==> src/rtl/iter_multiplier_pkg.sv <==
// Shared definitions for the iterative shift-add multiplier.
//   mul_state_t : controller states (IDLE / BUSY / DONE)
//   MUL_WIDTH   : operand width (product is twice this)
//   MUL_STEPS   : shift-add steps per multiply, one per multiplier bit
//   CNT_WIDTH   : width of the step counter
package iter_multiplier_pkg;

    localparam int unsigned MUL_WIDTH = 32;
    localparam int unsigned MUL_STEPS = 32;
    localparam int unsigned CNT_WIDTH = 6;

    typedef enum logic [1:0] {
        IDLE = 2'd0,
        BUSY = 2'd1,
        DONE = 2'd2
    } mul_state_t;

endpackage

==> src/rtl/iter_multiplier.sv <==
// Iterative unsigned WIDTH x WIDTH -> 2*WIDTH shift-add multiplier, one
// multiplier bit per clock, used as the multi-cycle multiply unit.
// Ports:
//   clk       : clock, all state updates on the rising edge
//   rst       : synchronous active-high reset
//   in_valid  : start request, sampled only in IDLE
//   mplier    : multiplier operand (unsigned)
//   mcand     : multiplicand operand (unsigned)
//   product   : last completed product, held until the next completion
//   out_valid : one-cycle pulse while in DONE
//   stall     : pipeline hold, high for a pending request or while BUSY
module iter_multiplier
    import iter_multiplier_pkg::*;
#(
    parameter int unsigned WIDTH = MUL_WIDTH
) (
    input  logic               clk,
    input  logic               rst,
    input  logic               in_valid,
    input  logic [WIDTH-1:0]   mplier,
    input  logic [WIDTH-1:0]   mcand,
    output logic [2*WIDTH-1:0] product,
    output logic               out_valid,
    output logic               stall
);

    localparam logic [CNT_WIDTH-1:0] LAST_STEP = CNT_WIDTH'(MUL_STEPS - 1);

    mul_state_t           state;
    mul_state_t           state_next;
    logic [CNT_WIDTH-1:0] cnt;
    logic [WIDTH-1:0]     mcand_q;
    logic [2*WIDTH:0]     acc;
    logic [WIDTH:0]       upper_sum;
    logic [2*WIDTH:0]     acc_step;
    logic                 last_step;

    // One shift-add step: the upper half keeps its carry in acc[2*WIDTH]
    // so the following right shift brings it down into the product range.
    always_comb begin
        if (acc[0]) begin
            upper_sum = {1'b0, acc[2*WIDTH-1:WIDTH]} + {1'b0, mcand_q};
        end else begin
            upper_sum = acc[2*WIDTH:WIDTH];
        end
        acc_step = {upper_sum, acc[WIDTH-1:0]} >> 1;
    end

    assign last_step = (cnt == LAST_STEP);

    always_ff @(posedge clk) begin
        if (rst) begin
            state <= IDLE;
        end else begin
            state <= state_next;
        end
    end

    always_comb begin
        state_next = state;
        out_valid  = 1'b0;
        stall      = 1'b0;
        unique case (state)
            IDLE: begin
                stall = in_valid;
                if (in_valid) begin
                    state_next = BUSY;
                end
            end
            BUSY: begin
                stall = 1'b1;
                if (last_step) begin
                    state_next = DONE;
                end
            end
            DONE: begin
                out_valid  = 1'b1;
                state_next = IDLE;
            end
            default: begin
                state_next = IDLE;
            end
        endcase
    end

    always_ff @(posedge clk) begin
        if (rst) begin
            cnt     <= '0;
            mcand_q <= '0;
            acc     <= '0;
            product <= '0;
        end else begin
            unique case (state)
                IDLE: begin
                    if (in_valid) begin
                        mcand_q <= mcand;
                        acc     <= {1'b0, {WIDTH{1'b0}}, mplier};
                        cnt     <= '0;
                    end
                end
                BUSY: begin
                    acc <= acc_step;
                    cnt <= cnt + 1'b1;
                    if (last_step) begin
                        product <= acc_step[2*WIDTH-1:0];
                    end
                end
                default: begin
                end
            endcase
        end
    end

endmodule

==> config.mk <==
export PLATFORM = sky130hd
export DESIGN_NAME = iter_multiplier
export DESIGN_NICKNAME = d
export VERILOG_FILES = /design/src/rtl/iter_multiplier_pkg.sv /design/src/rtl/iter_multiplier.sv
export SDC_FILE = /design/constraint.sdc
export NUM_CORES = 1
export LEC_CHECK = 0
export ABC_AREA = 1
export BUFFER_PORTS_ARGS = -buffer_cell sky130_fd_sc_hd__buf_2
export CORE_MARGIN = 5
export CORE_UTILIZATION = 61
export CTS_CLUSTER_DIAMETER = 150
export DETAILED_ROUTE_END_ITERATION = 7
export PLACE_DENSITY = 0.91
export SLEW_MARGIN = 20
export SYNTH_ARGS = -nofsm -noshare
export SYNTH_HDL_FRONTEND = slang
export SYNTH_SLANG_ARGS = --single-unit
export TNS_END_PERCENT = 20
==> constraint.sdc <==
create_clock -name clk -period 4.57 [get_ports clk]
set_input_delay 0.914 -clock clk [delete_from_list [all_inputs] [get_ports clk]]
set_output_delay 0.914 -clock clk [all_outputs]
set_load 0.02 [all_outputs]
# == Word-level counts from Yosys, hierarchy flattened ==
# Index checks and enable logic that the tools add are counted.
# word_totals
register_bits,169
in_bits,67
out_inout_bits,66
# classes
add_sub_neg,2
n_eq_ne,5
mux,10
n_reduce_logical,6
# ops
op,count
65-bit case mux with 2 select lines,1
65-bit 2-to-1 mux,1
32-bit by 32-bit adder with 33-bit output,1
33-bit 2-to-1 mux,1
6-bit case mux with 2 select lines,1
2-bit AND reduction,4
6-bit by 1-bit adder with 6-bit output (second input constant),1
6-bit by 5-bit == test with 1-bit output (second input constant),1
6-bit 2-to-1 mux,1
2-bit 2-to-1 mux,2
2-bit inequality test (second input constant),2
2-bit case mux with 2 select lines,1
2-bit by 1-bit == test with 1-bit output (second input constant),1
2-bit == test (second input constant),1
2-bit zero test,1
1-bit case mux with 2 select lines,1
2-bit nonzero test,1
1-bit 2-to-1 mux,1

# == Depth between registers and ports, before layout ==
# Gate-level depths: netlist of the first run.
# depth
word_depth,3
mapped_depth,16
ltp_nobuf,16

# == Worst setup path after synthesis of the first run ==
# Ideal clock, no wire load.
# synth_timing
path_type,input-to-output
startpoint,in in_valid
endpoint,out stall
arrival_ps,1546
t_required_ps,3656
setup_slack_ps,2110
stages,5
n_path_buf,1
cell_sequence,nand2_1 > inv_2 > nor2_2 > buf_2 > inv_1
# synth_via
elab_chain_len,1
# synth_rtl
element,line,rtl
start: declaration,iter_multiplier.sv:19,"input logic in_valid,"
1-bit case mux with 2 select lines,iter_multiplier.sv:63,unique case (state)
end: declaration,iter_multiplier.sv:24,output logic stall
# Every way passes these cells.

# == Final worst setup path of the first run ==
# Same ends and word-level chain as after synthesis.

==> flow_summary.toml, run 1 <==
[final_layout]
seq_area_um2 = 3360
fin_nets = 1547
nFillCells = 1244
final_cell_mix = "423 x nand2_1, 186 x inv_1, 167 x dfxtp_1"
antenna_cells = 0
area_growth_pct = 14.1
multiInputGateArea_um2 = 4580
layout-drive-gt1-share = 0.140
layout_commonest_cell = "nand2_1"
fin_cells = 1643

[routing]
drt_first_pass_iters = 5
drt-initial-drc-count = 568
wl_per_cell_um = 14.4
wirelength_um = 23700
via_per_inst = 5.42
antenna_left = 0
vias = 8903
route.detailed.drc = 0

[global_route]
grtUsageMet1 = 0.344
antenna_found_initial = 1
globalRouteTotalUtil = 0.274
grt_pass1_vias = 8530
top_usage_layer = "met2"
grt.overflow.total = 0
met3_usage = 0.0665
grt_max_degree = 82
met2_usage = 0.464
grt_pass1_wl_um = 40100

[critical_path]
path_buf_inv = 4
cp_max_fo = 34
arrival_ns = 1.90
crit_top_cell = "buf_2"
cp.required_ns = 3.66
path_cells = "buf_2 -> nand2_2 -> inv_2 -> nor2_4 -> inv_1 -> buf_2"
worst_path_largest_cell_delay_ns = 0.53
slowest_stage = "inv_2"
critPathLaunchType = "input pin"
crit_path_end_kind = "output port"
path_delay_family = "buffers and inverters"
crit_type = "input pin to output port"

[worst_hold_path]
hold_class = "flip-flop to flip-flop"

[timing]
setup_viol = 0
worst_pin_slew_ns = 1.10
min_period_ns = 2.82
fin_skew_ns = 0.00977
period_share = 0.616
grt_setup_unrepaired = "false"
maxSlewViolCount = 0
hold_viol_final = 0
max_slew_margin = 0.264
setup_tns_ns = 0
fmax_mhz = 355
fin_ws_ns = 1.75

[logic_synthesis]
ys_async_sr_fraction = 0
yosys.area.top_type_share = 0.376
syn-num-nets = 1452
synth_cells = 1351
synth_seq_cells = 168
ys_warn_count = 0
yosysTopAreaCell = "dfxtp_1"
post_synth_main_area_contributors = "dfxtp_1 38%, nand2_1 18%, inv_1 7.8%"
ys_seq_area_frac = 0.376
synthFlopType = "dfxtp_1"
postSynthAreaPerCell_um2 = 6.62
synth_cell_types = 39
synth-edff-count = 0
syn_area_um2 = 8950

[placed_design]
dp_hpwl_um = 16000
dp_slack_ns = 1.75
place.gp.congestion = 0.951
dp_cells = 1611
place.port_buffers = 132

[clock_network]
cts.sink_count = 168
post_cts_resized = 0
clockBufferDepth = 2
h-tree-depth = 4
clk_pin_slew_ns = 0.07
clock_latency_ns = 0.44
holdBufCountCts = 0
cts_tree = "yes"
numCtsBuffers = 17
cts_setup_buffers = 0
root_buffer = "clkbuf_16"

[power_and_ir_drop]
leakage_nw = 5.09
p_per_area_nw_per_um2 = 339
max-vdd-ir-drop_mv = 0.287

[run_status]
outcome = "completed"

[floorplan]
design.core.area_um2 = 14500
die_h_um = 131
die_area_um2 = 17200
rows = 44
initial_core_util = 0.618
die_width_um = 131
ioPinCount = 133

[run]
max-cap-violations = 0
## worst paths after layout
| check | startpoint | to | slack [ns] | cells after the start |
|---|---|---|---|---|
| min | product[20] | product[20] | 0.46 | 2 |
| max reg2reg | state[0] | cnt[5] | 1.95 | 7 |
| max | in_valid | stall | 1.75 | 6 |
| min reg2reg | product[20] | product[20] | 0.46 | 2 |
## worst register-to-register path, stage by stage, from the launching register on
cell and delay [ns]:
dfxtp_1 0.35, inv_1 0.06, nor2_2 0.13, buf_4 0.43, inv_1 0.67, nor4_1 0.59
a21oi_1 0.11, a211oi_1 0.21
## layout make-up
cell class	instances	area share
timing repair buffer	138	0.0691
tap	184	0.0226
inverter	192	0.0708
clock buffer	17	0.0417
sequential	168	0.330
clock inverter	15	0.0176
multi-input combinational	929	0.449
## cell families (layout without fill, tap and decap cells)
group | after synthesis | in the layout | synth area share
and+or+nand+nor | 634 | 634 | 0.287
DFF | 168 | 168 | 0.376
AOI/OAI and AO/OA | 246 | 246 | 0.161
adders and majority gates | 34 | 34 | 0.0484
buffers and inverters | 254 | 362 | 0.113
xor gates and xnor gates | 15 | 15 | 0.0147
## stage by stage
step	cell area (um2)	total power [mW]	hold slack, ns	utilization
after floorplan	8950	1.90	0.438	-
after global routing	10200	3.61	0.478	0.705
after global placement	9600	2.00	0.449	0.663
after CTS	10200	3.47	0.465	0.705
final	10200	3.46	0.464	0.705
after detailed placement	9600	2.01	0.454	0.663
## sequential cells by signal (all words and copies together) (netlist names)
signal / cells
mcand_q: 32
cnt: 6
product: 64
acc: 64
state: 2
## synth_stat cells (all sizes together), types with 4 or more instances
cell type and number:
clkbuf 37, o21ai 62, o21bai 7, nor2 112, buf 25, nand3b 4
a21oi 119, xnor2 15, dfxtp 168, inv 190, nand2 426, nand3 63
or2 18, ha 33, nor3 7, o221ai 31, a21o 5, o21a 16
## routing by layer
layer	vias up	routed length [um]
met5	-	11
met2	310	11400
met4	2	515
met1	4082	10200
met3	46	1570
li1	4463	-
## power by group
group | internal (mW) | switching [mW]
Sequential | 1.53 | 0.0598
Clock | 0.785 | 0.688
Combinational | 0.146 | 0.254
Note: power is estimated with default switching activity, not from simulation.
==> run 2, diff against run 1 <==
--- a/config.mk
+++ b/config.mk
@@ -8,10 +8,10 @@
 export ABC_AREA = 1
 export BUFFER_PORTS_ARGS = -buffer_cell sky130_fd_sc_hd__buf_2
 export CORE_MARGIN = 5
-export CORE_UTILIZATION = 61
+export CORE_UTILIZATION = 52
 export CTS_CLUSTER_DIAMETER = 150
 export DETAILED_ROUTE_END_ITERATION = 7
-export PLACE_DENSITY = 0.91
+export PLACE_DENSITY = 0.83
 export SLEW_MARGIN = 20
 export SYNTH_ARGS = -nofsm -noshare
 export SYNTH_HDL_FRONTEND = slang
==> constraint.sdc (replaced) <==
create_clock -name clk -period 2.4 [get_ports clk]
set_input_delay 0.48 -clock clk [delete_from_list [all_inputs] [get_ports clk]]
set_output_delay 0.48 -clock clk [all_outputs]
set_load 0.02 [all_outputs]
==> flow_summary.toml, run 2 (synthesized netlist as in run 1, its figures left out) <==
[run]
max-cap-violations = 0

[timing]
hold_viol_final = 0
max_slew_margin = 0.488
fin_ws_ns = 0.220
fmax_mhz = 459
worst_pin_slew_ns = 0.768
min_period_ns = 2.18
fin_skew_ns = 0.00937
grt_setup_unrepaired = "false"
maxSlewViolCount = 0
period_share = 0.908
setup_tns_ns = 0
setup_viol = 0

[global_route]
grt_pass1_vias = 8640
antenna_found_initial = 0
globalRouteTotalUtil = 0.247
grt_max_degree = 69
grt.overflow.total = 0
grt_pass1_wl_um = 40500

[clock_network]
clock_latency_ns = 0.43
clockBufferDepth = 2
h-tree-depth = 4
cts.sink_count = 168
cts_tree = "yes"
holdBufCountCts = 0
post_cts_resized = 0
clk_pin_slew_ns = 0.07
numCtsBuffers = 17
cts_setup_buffers = 0
root_buffer = "clkbuf_16"

[critical_path]
cp_max_fo = 4
crit_path_end_kind = "flip-flop"
path_cells = "ha_1 -> fa_2 -> nand3_1 -> nand3_2 -> nand3_1 -> nand3b_1 -> nand2_1 -> nand2_1 -> nand2_1 -> nand3_1 -> nand2_1 -> nand2_1 -> nand2_1 -> inv_1"
cp.required_ns = 2.74
startpoint = "mcand_q[0]"
critPathLaunchType = "flip-flop"
worst_path_largest_cell_delay_ns = 0.40
r2r-start = "mcand_q[0]"
slowest_stage = "fa_2"
arrival_ns = 2.52
crit_top_cell = "nand2_1"
crit_type = "flip-flop to flip-flop"

[placed_design]
place.port_buffers = 132
dp_hpwl_um = 16900
dp_slack_ns = 0.138
place.gp.congestion = 0.986
placed_area_um2 = 9720

[floorplan]
design.core.area_um2 = 17100
ioPinCount = 133
die_area_um2 = 19900
die_h_um = 141
rows = 48
initial_core_util = 0.523
die_width_um = 141

[final_layout]
multiInputGateArea_um2 = 4590
area_growth_pct = 15.8
fin_nets = 1555
antenna_cells = 0
final_cell_mix = "423 x nand2_1, 186 x inv_1, 168 x dfxtp_1"
layout-drive-gt1-share = 0.145
final_area_um2 = 10400
seq_area_um2 = 3360
nFillCells = 1579
layout_commonest_cell = "nand2_1"
largestRegisters = "acc: 64 flops, product: 64 flops, mcand_q: 32 flops"

[routing]
drt_first_pass_iters = 5
drt-initial-drc-count = 567
wl_per_cell_um = 14.2
route.detailed.drc = 0
antenna_left = 0
vias = 8754
wirelength_um = 24000
via_per_inst = 5.17

[run_status]
outcome = "completed"

[power_and_ir_drop]
p_per_area_nw_per_um2 = 646
max-vdd-ir-drop_mv = 0.649
leakage_nw = 5.15

[worst_hold_path]
hold_class = "input pin to flip-flop"
min-delay-start = "mcand[9]"
-- run 2: layout make-up --
type                            instances  share of cell area
Clock inverter                         15              0.0197
Inverter                              192              0.0697
Multi-Input combinational cell        929               0.443
Tap cell                              225              0.0272
Sequential cell                       168               0.325
Clock buffer                           17              0.0411
Timing Repair Buffer                  146              0.0751
-- run 2: through the flow --
step	total power [mW]	util	instances	hold slack (ns)
after floorplan	3.61	-	1351	0.438
after global placement	3.83	0.568	1660	0.449
after detailed placement	3.85	0.568	1660	0.452
after CTS	6.74	0.605	1692	0.283
after global routing	6.99	0.605	1692	0.301
final	6.69	0.605	1692	0.296
-- run 2: final timing paths --
| check | to | depth (start not counted) | slack, ns |
|---|---|---|---|
| max reg2reg | product[59] | 14 | 0.22 |
| min | mcand_q[9] | 3 | 0.30 |
| min reg2reg | product[0] | 2 | 0.46 |
| max | product[59] | 14 | 0.22 |
-- run 2: power by group --
group | switching, mW | total, mW | internal [mW]
Combinational | 0.510 | 0.795 | 0.285
Sequential | 0.0926 | 3.00 | 2.91
Clock | 1.29 | 2.89 | 1.60
Total | 1.89 | 6.69 | 4.80
-- run 2: metal layers --
layer / up-vias / share of wire / GRT usage
met2: 238 / 0.49 / 0.429
li1: 4490 / - / -
met4: 0 / 0.024 / 0.0852
met3: 40 / 0.058 / 0.0566
met1: 3986 / 0.43 / 0.301
met5: - / 0 / 0
-- run 2: critical path: cells and delay by family (launching register included) --
kind	cells	cell delay, ns
AND/OR/NAND/NOR	11	1.07
adder cells (fa/ha/maj)	2	0.67
flip-flops	1	0.32
buffers and inverters	1	0.03
==> run 3, diff against run 2 <==
--- a/config.mk
+++ b/config.mk
@@ -5,14 +5,12 @@
 export SDC_FILE = /design/constraint.sdc
 export NUM_CORES = 1
 export LEC_CHECK = 0
-export ABC_AREA = 1
 export BUFFER_PORTS_ARGS = -buffer_cell sky130_fd_sc_hd__buf_2
 export CORE_MARGIN = 5
-export CORE_UTILIZATION = 52
+export CORE_UTILIZATION = 51
 export CTS_CLUSTER_DIAMETER = 150
 export DETAILED_ROUTE_END_ITERATION = 7
-export PLACE_DENSITY = 0.83
-export SLEW_MARGIN = 20
+export PLACE_DENSITY = 0.82
 export SYNTH_ARGS = -nofsm -noshare
 export SYNTH_HDL_FRONTEND = slang
 export SYNTH_SLANG_ARGS = --single-unit
==> flow_summary.toml, run 3 <==
[floorplan]
rows = 46
initial_core_util = 0.518
die_h_um = 137
ioPinCount = 133
die_area_um2 = 18800
design.core.area_um2 = 15900
die_width_um = 137

[clock_network]
root_buffer = "clkbuf_16"
cts_tree = "yes"
numCtsBuffers = 17
h-tree-depth = 4
cts.sink_count = 168
clock_latency_ns = 0.44
clockBufferDepth = 2
clk_pin_slew_ns = 0.07

[run_status]
violations = "setup timing"
outcome = "complete, but fails checks"

[critical_path]
cp_max_fo = 2
slowest_stage = "or4b_4"
cp.required_ns = 2.74
worst_path_largest_cell_delay_ns = 0.52
critPathLaunchType = "flip-flop"
crit_type = "flip-flop to flip-flop"
path_cells = "ha_4 -> fa_2 -> a211oi_2 -> o211a_1 -> buf_6 -> nor3b_2 -> o211ai_1 -> or4b_4 -> o311ai_4 -> mux2i_1 -> a211oi_1"
crit_path_end_kind = "flip-flop"
arrival_ns = 3.09

[routing]
drt_first_pass_iters = 5
wl_per_cell_um = 16.9
vias = 8443
wl_met2_um = 12200
wl_met1_um = 10400
antenna_left = 0
wirelength_um = 25100
via_per_inst = 5.68
route.met3.wl_um = 1570
routed.top_layer = "met4"
drt-initial-drc-count = 600
route.detailed.drc = 0

[power_and_ir_drop]
max-vdd-ir-drop_mv = 0.542
finalPower_mw = 6.69
leakage_nw = 4.71
p_per_area_nw_per_um2 = 623

[final_layout]
final_cell_mix = "192 x nor2_1, 170 x nand2_1, 166 x dfxtp_1"
largestRegisters = "acc: 64 flops, product: 64 flops, mcand_q: 32 flops"
area_growth_pct = 30.6
layout_commonest_cell = "nor2_1"
layout-drive-gt1-share = 0.269
fin_nets = 1359
antenna_cells = 0
final_area_um2 = 10700
nFillCells = 1286

[global_route]
grt_pass1_wl_um = 40200
grt_pass1_vias = 8247
antenna_found_initial = 0
grt.overflow.total = 0
grt_max_degree = 61
globalRouteTotalUtil = 0.268

[timing]
grt_setup_unrepaired = "true"
min_period_ns = 2.75
max_slew_margin = 0.594
fin_ws_ns = -0.349
worst_pin_slew_ns = 0.610
fmax_mhz = 364
setup_viol = 26
hold_viol_final = 0
maxSlewViolCount = 0
period_share = 1.15
fin_skew_ns = 0.0101

[logic_synthesis]
post_synth_main_area_contributors = "dfxtp_1 41%, nor2_1 8.9%, nand2_1 7.8%"
ys_async_sr_fraction = 0
ys_warn_count = 0
ys_seq_area_frac = 0.409
synth_cell_types = 68
syn_area_um2 = 8230
yosys-top-cells-count = "195 x nor2_1, 171 x nand2_1, 168 x dfxtp_1"
synth_cells = 1056
synth_seq_cells = 168
yosysTopAreaCell = "dfxtp_1"
postSynthAreaPerCell_um2 = 7.79
synth_most_common_cell = "nor2_1"
yosys.area.top_type_share = 0.409
syn-num-nets = 1157
synth-edff-count = 0
synthFlopType = "dfxtp_1"

[placed_design]
dp_hpwl_um = 17400
place.gp.congestion = 0.970
place.port_buffers = 132
placed_area_um2 = 9850
dp_slack_ns = -0.329

[run]
max-cap-violations = 0

[worst_hold_path]
hold_class = "input pin to flip-flop"
==> run 3: critical path, delay by kind of cell, from the launching register on <==
family,cells,cell delay [ns]
AOI/OAI and AO/OA,5,1.02
and+or+nand+nor,2,0.56
adders and majority gates,2,0.51
DFF,1,0.34
buffers and inverters,1,0.11
muxes,1,0.11
==> run 3: path summary, 6_finish.rpt <==
kind,start,to,slack (ns),cells past startpoint
max,mcand_q[0],product[61],-0.35,11
min,mcand[18],mcand_q[18],0.28,3
min reg2reg,product[24],product[24],0.45,2
max reg2reg,mcand_q[0],product[61],-0.35,11
==> run 3: metrics by stage <==
stage	util	hold slack (ns)	setup TNS, ns	instances
finish	0.677	0.275	-4.50	1487
global route	0.677	0.279	-9.15	1487
CTS	0.670	0.261	-3.86	1486
detailed placement	0.620	0.444	-4.84	1452
global placement	0.620	0.439	-3.58	1452
floorplan	-	0.441	-0.400	1056
==> run 3: where the power goes <==
group	internal [mW]	switching (mW)	leakage, nW	total (mW)
registers	2.88	0.0776	1.37	2.96
logic	0.298	0.455	3.03	0.753
clock network	1.62	1.36	0.314	2.98
==> run 3: kinds of logic (layout without fill, tap and decap cells) <==
kind of cell               Yosys count  in the layout  share of synthesized area
AOI/OAI and AO/OA                  270            270                      0.213
xor gates and xnor gates            27             27                     0.0287
adders and majority gates           34             34                     0.0526
buffers and inverters               80            295                     0.0372
DFF                                168            168                      0.409
muxes                               20             20                     0.0245
and+or+nand+nor                    457            457                      0.236
==> run 3: layer usage <==
metal | vias up | global-route usage
li1 | 4103 | -
met1 | 3967 | 0.331
met2 | 300 | 0.454
met3 | 73 | 0.0533
met4 | 0 | 0.110
met5 | - | 0
==> run 3: what timing repair did <==
item / in CTS / in global routing
pin swaps: 26 / 5
buffers inserted: 2 / 1
endpoints found under the setup margin: 36 / 44
gates resized for setup: 28 / 21
hold buffers: 0 / 0
==> run 3: final cells by class <==
class | count | area (um2) | share of cell area
flip-flops and latches | 168 | 3370 | 0.313
repair buffers | 256 | 1630 | 0.152
clock buffers | 17 | 425 | 0.0396
inverters | 7 | 26.3 | 0.00244
well taps | 216 | 270 | 0.0251
clock inverters | 15 | 224 | 0.0208
multi-input cells | 808 | 4800 | 0.447
